[src/rtl/rgb_fade_engine.sv]
// rgb_fade_engine: ramps 8-bit RGB PWM setpoints toward an accepted target colour.
// Optional RGB_FADE_GAMMA_EN adds a registered square-law output stage (+1 cycle).

// Per-channel step: moves cur toward tgt by at most STEP_SIZE, never past it.
module rgb_fade_lane #(
  parameter int STEP_SIZE = 1
) (
  input  logic [7:0] cur,
  input  logic [7:0] tgt,
  output logic [7:0] nxt
);
  logic [8:0] diff;

  always_comb begin
    nxt  = cur;
    diff = '0;
    if (cur < tgt) begin
      diff = {1'b0, tgt} - {1'b0, cur};
      nxt  = (diff > 9'(STEP_SIZE)) ? cur + 8'(STEP_SIZE) : tgt;
    end else if (cur > tgt) begin
      diff = {1'b0, cur} - {1'b0, tgt};
      nxt  = (diff > 9'(STEP_SIZE)) ? cur - 8'(STEP_SIZE) : tgt;
    end
  end
endmodule

`ifdef RGB_FADE_GAMMA_EN
// Registered square-law: (lin*lin + lin) >> 8 maps 0->0 and 255->255.
module rgb_gamma_lane (
  input  logic       clk,
  input  logic       rst_n,
  input  logic [7:0] lin,
  output logic [7:0] out
);
  logic [15:0] sq;

  assign sq = 16'(lin) * 16'(lin) + 16'(lin);

  always_ff @(posedge clk or negedge rst_n) begin
    if (!rst_n) out <= '0;
    else        out <= 8'(sq >> 8);
  end
endmodule
`endif

module rgb_fade_engine #(
  parameter int STEP_DIV  = 1024,
  parameter int STEP_SIZE = 1
) (
  input  logic       clk,
  input  logic       rst_n,
  input  logic       tgt_valid,
  output logic       tgt_ready,
  input  logic [7:0] tgt_red,
  input  logic [7:0] tgt_green,
  input  logic [7:0] tgt_blue,
  input  logic       fade_en,
  output logic [7:0] red,
  output logic [7:0] green,
  output logic [7:0] blue,
  output logic       busy,
  output logic       done
);
  localparam int NUM_LANES = 3;
  localparam int PW        = $clog2(STEP_DIV) + 1;

  typedef enum logic {IDLE, FADING} state_t;

  typedef struct packed {
    logic [NUM_LANES-1:0][7:0] rgb;
    logic                      fade;
  } tgt_req_t;

  state_t                    state;
  tgt_req_t                  req;
  logic [PW-1:0]             pres;
  logic [NUM_LANES-1:0][7:0] cur, tgt, nxt, lvl;
  logic [NUM_LANES-1:0]      lane_eq;
  logic                      rdy, lin_busy, lin_done, tick;

  // lane 0 = red, 1 = green, 2 = blue
  assign req.rgb  = {tgt_blue, tgt_green, tgt_red};
  assign req.fade = fade_en;
  assign tick     = (state == FADING) && (pres == PW'(STEP_DIV - 1));

  for (genvar i = 0; i < NUM_LANES; i++) begin : g_lane
    rgb_fade_lane #(.STEP_SIZE(STEP_SIZE)) u_lane (
      .cur (cur[i]),
      .tgt (tgt[i]),
      .nxt (nxt[i])
    );
    assign lane_eq[i] = (nxt[i] == tgt[i]);
  end

  always_ff @(posedge clk or negedge rst_n) begin
    if (!rst_n) begin
      state    <= IDLE;
      rdy      <= 1'b1;
      pres     <= '0;
      cur      <= '0;
      tgt      <= '0;
      lin_busy <= 1'b0;
      lin_done <= 1'b0;
    end else begin
      lin_done <= 1'b0;
      case (state)
        IDLE: begin
          if (tgt_valid && rdy) begin
            tgt <= req.rgb;
            if (!req.fade) begin
              cur      <= req.rgb;
              lin_done <= 1'b1;
            end else if (req.rgb == cur) begin
              lin_done <= 1'b1;
            end else begin
              state    <= FADING;
              rdy      <= 1'b0;
              lin_busy <= 1'b1;
              pres     <= '0;
            end
          end
        end
        FADING: begin
          pres <= tick ? '0 : pres + 1'b1;
          if (tick) begin
            cur <= nxt;
            // finishing tick: completion flags land with the final level
            if (&lane_eq) begin
              state    <= IDLE;
              rdy      <= 1'b1;
              lin_busy <= 1'b0;
              lin_done <= 1'b1;
            end
          end
        end
        default: begin
          state <= IDLE;
          rdy   <= 1'b1;
        end
      endcase
    end
  end

  assign tgt_ready = rdy;

`ifdef RGB_FADE_GAMMA_EN
  logic busy_q, done_q;

  for (genvar i = 0; i < NUM_LANES; i++) begin : g_gamma
    rgb_gamma_lane u_gamma (
      .clk   (clk),
      .rst_n (rst_n),
      .lin   (cur[i]),
      .out   (lvl[i])
    );
  end

  // status follows the gamma stage so it stays aligned with the outputs
  always_ff @(posedge clk or negedge rst_n) begin
    if (!rst_n) begin
      busy_q <= 1'b0;
      done_q <= 1'b0;
    end else begin
      busy_q <= lin_busy;
      done_q <= lin_done;
    end
  end

  assign busy = busy_q;
  assign done = done_q;
`else
  assign lvl  = cur;
  assign busy = lin_busy;
  assign done = lin_done;
`endif

  assign red   = lvl[0];
  assign green = lvl[1];
  assign blue  = lvl[2];
endmodule
[config.mk]
export PLATFORM = sky130hd
export DESIGN_NAME = rgb_fade_engine
export DESIGN_NICKNAME = d
export VERILOG_FILES = /design/src/rtl/rgb_fade_engine.sv
export SDC_FILE = /design/constraint.sdc
export NUM_CORES = 1
export LEC_CHECK = 0
export ABC_AREA = 1
export CAP_MARGIN = 40
export CORE_UTILIZATION = 55
export CTS_BUF_LIST = sky130_fd_sc_hd__clkbuf_4
export DETAILED_ROUTE_END_ITERATION = 10
export DONT_BUFFER_PORTS = 1
export MAX_ROUTING_LAYER = met4
export PLACE_DENSITY = 0.79
export SLEW_MARGIN = 20
export SYNTH_ARGS = -nofsm -noshare
export SYNTH_HDL_FRONTEND = slang
export SYNTH_HIERARCHICAL = 1
export SYNTH_SLANG_ARGS = --single-unit
[constraint.sdc]
create_clock -name clk -period 4.6 [get_ports clk]
set_input_delay 0.46 -clock clk [delete_from_list [all_inputs] [get_ports clk]]
set_output_delay 0.46 -clock clk [all_outputs]
set_load 0.02 [all_outputs]
==> results_dict.tcl <==
set metrics [dict create \
    status "completed" \
    timing.final.crit_share_pct 81.8 \
    overflow 0 \
    ir_drop_mv 0.144 \
    wl_per_cell_um 14.9 \
    drt_iter0_markers 767 \
    powerDensity_nw_per_um2 104 \
    start_util_pct 56.8 \
    die-area_um2 16300 \
    synthCells 1431 \
    antenna_cells 0 \
    critPathKind "reg -> reg" \
    finalSetupTns_ns 0 \
    min_to "tgt[18]$_DFFE_PN0P_" \
    ff2ff_path_depth 25 \
    pin_count 55 \
    hold_buffers 2 \
    synth_top_cell_by_area "nand2_1" \
    postCtsSetupBuffers 0 \
    dieHeight_um 127 \
    track_usage_pct 32.0 \
    pwr-share-comb_pct 3.6 \
    clk_pin_slew_ns 0.13 \
    wl_um 24300 \
    antenna_found_initial 0 \
    rr_endpoint "state$_DFF_PN0_" \
    cts_resized 0 \
    clock_latency_ns 0.47 \
    async_reset_ff_share_pct 100 \
    synth_area_um2 8660 \
    clock_sinks 63 \
    layout.nets 1511 \
    synth_edf_count 0 \
    synth_cell_types 42 \
    grt_pass1_vias 8182 \
    dp.cells 1620 \
    dr.pass1.iters 6 \
    hold_class "in -> reg" \
    cp-start-kind "flip-flop" \
    reg2reg_from "red[0]$_DFFE_PN0P_" \
    globalplace.congestion 0.972 \
    worstPathMaxFanout 10 \
    max_slew_margin_pct 56.1 \
    final_common_cell "nand2_1" \
    viasPerCell 5.39 \
    synth.area.top_cells "nand2_1 21%, dfrtp_1 18%, nand3_1 10%" \
    synth.ff_latch_count 63 \
    drc 0 \
    clock-root-buffer "clkbuf_4" \
    internal_power_uw 674 \
    finalHoldViolCount 0 \
    cp.required_ns 4.95 \
    core_um2 15300 \
    grt_pass1_wl_um 40100 \
    maxSlewViolCount 0 \
    antenna_left 0 \
    die_w_um 127 \
    num_vias 8822 \
    min_period_ns 3.76 \
    rows 45 \
    maxCapViolations 0 \
    avgSynthCellArea_um2 6.05 \
    syn_nets 1520 \
    post_route_cells_drive_above_1_share_pct 8.97 \
    areaGrowthSynthToFinish_pct 3.58 \
    power_frac_clock_pct 36.9 \
    port_buffers 0 \
    p_sw_uw 256 \
    leakagePower_uw 0.00525 \
    synth-main-ff-cell "dfrtp_1" \
    yosysWarnings 6 \
    grt_max_degree 64 \
    synth_seq_area_share_pct 18.2 \
    ff2ff_setup_slack_ns 0.84 \
    min-delay-start "tgt_blue[2]" \
    cts_buffers 9 \
    fin_worst_skew_ns 0.0261 \
    setup_viol_count_final 0 \
    arrival_ns 4.11 \
    yosys.area.top_type_share_pct 20.5 \
    cts_tree "done" \
    fmax_mhz 266 \
    cts.path.max_buffers 2 \
    h-tree-depth 3 \
    p_sw_share_pct 27.5 \
    end_kind "flip-flop" \
    whs_path_depth 2 \
    dp_hpwl_um 19300 \
    fillers 1551 \
    rsz0062_at_grt "no" \
    fin_cells 1638 \
    mostFrequentLayoutCells "474 x nand2_1, 218 x inv_1, 174 x nand3_1" \
    worst_slew_pin_slew_ns 0.658 \
    p_seq_share_pct 59.5 \
]
cells by family (layout without fill, tap and decap cells):
group	after synthesis	in the layout	synth area share, %
adder cells (fa/ha/maj)	61	61	9.33
AO/OA/AOI/OAI	139	139	9.32
XOR/XNOR	48	48	4.85
buffers and inverters	273	269	12.7
AND/OR/NAND/NOR	847	847	45.6
flip-flops	63	63	18.2
stage by stage:
| step | total power [uW] | cell area, um^2 | setup WS [ns] | hold WS (ns) | util [%] |
|---|---|---|---|---|---|
| finish | 930 | 8970 | 0.839 | 0.108 | 58.8 |
| global route | 968 | 8970 | 0.459 | 0.0904 | 58.8 |
| global placement | 583 | 8790 | 0.979 | 0.166 | 57.6 |
| floorplan | 580 | 8660 | 1.52 | 0.164 | - |
| detailed placement | 584 | 8820 | 0.903 | 0.166 | 57.8 |
| CTS | 938 | 8970 | 0.870 | 0.0897 | 58.8 |
state kept, by name (all words and copies together), names as in the netlist:
register and count:
tgt 24, busy 1, tgt_ready 1, red 8, pres 11, blue 8, state 1, green 8
done 1
synthesized netlist by cell type (6+ instances only):
library cell	n
a21oi_1	37
buf_2	6
buf_6	9
clkbuf_1	12
dfrtp_1	62
fa_1	6
ha_1	55
inv_1	218
inv_2	24
nand2_1	474
nand2_2	24
nand3_1	174
nand3_4	6
nand4_1	40
nor2_1	72
nor2_2	11
nor2_8	9
nor3_1	14
o21a_1	14
o21ai_0	62
o21ai_2	9
or2_2	7
xnor2_1	6
xor2_1	42
worst max-delay path by stage:
stage	startpoint	endpoint	slack [ns]
floorplan	blue[0]$_DFFE_PN0P_	busy$_DFFE_PN0P_	1.52
global placement	red[0]$_DFFE_PN0P_	state$_DFF_PN0_	0.98
detailed placement	red[0]$_DFFE_PN0P_	state$_DFF_PN0_	0.90
CTS	red[0]$_DFFE_PN0P_	state$_DFF_PN0_	0.87
global route	red[0]$_DFFE_PN0P_	state$_DFF_PN0_	0.46
finish	red[0]$_DFFE_PN0P_	state$_DFF_PN0_	0.84
final cells by class:
type	instances	area (um^2)	area share [%]
repair buffers	8	103	1.14
inverters	245	920	10.2
clock buffers	9	67.6	0.753
multi-input cells	1095	5990	66.8
flip-flops and latches	63	1580	17.6
clock inverters	7	48.8	0.544
well taps	211	264	2.94
worst max-delay path, cell delays in order, from the launching register on:
cell	delay (ns)
dfrtp_1	0.66
inv_1	0.19
ha_1	0.26
fa_1	0.39
inv_1	0.09
nand2_1	0.06
nand2_1	0.15
nand3_2	0.11
nand3_1	0.10
nand2_2	0.09
nor2_8	0.18
nand3_4	0.15
nand2_1	0.10
nand3_1	0.06
nand2_1	0.10
nand2_1	0.06
inv_1	0.07
inv_1	0.05
nand2_1	0.08
nand2_1	0.05
nor2_1	0.10
nand4_1	0.08
nor2_1	0.17
nand4_1	0.16
nand2_1	0.10
nand2_1	0.05
routing by layer:
metal	up-vias	wire, um	track usage (%)
met5	-	0	-
met2	329	10900	50.0
met3	55	1800	5.82
li1	4501	-	-
met1	3937	11100	42.1
met4	0	600	9.59
power by group through the flow:
| stage | registers [uW] | logic (uW) | clock network (uW) |
|---|---|---|---|
| final | 554 | 33.4 | 343 |
| after global routing | 554 | 39.4 | 375 |
| after CTS | 554 | 34.2 | 350 |
| after detailed placement | 564 | 19.1 | 0 |
| after global placement | 564 | 18.8 | 0 |
| after floorplan | 564 | 15.2 | 0 |
Note: power is estimated with default switching activity, not from simulation.
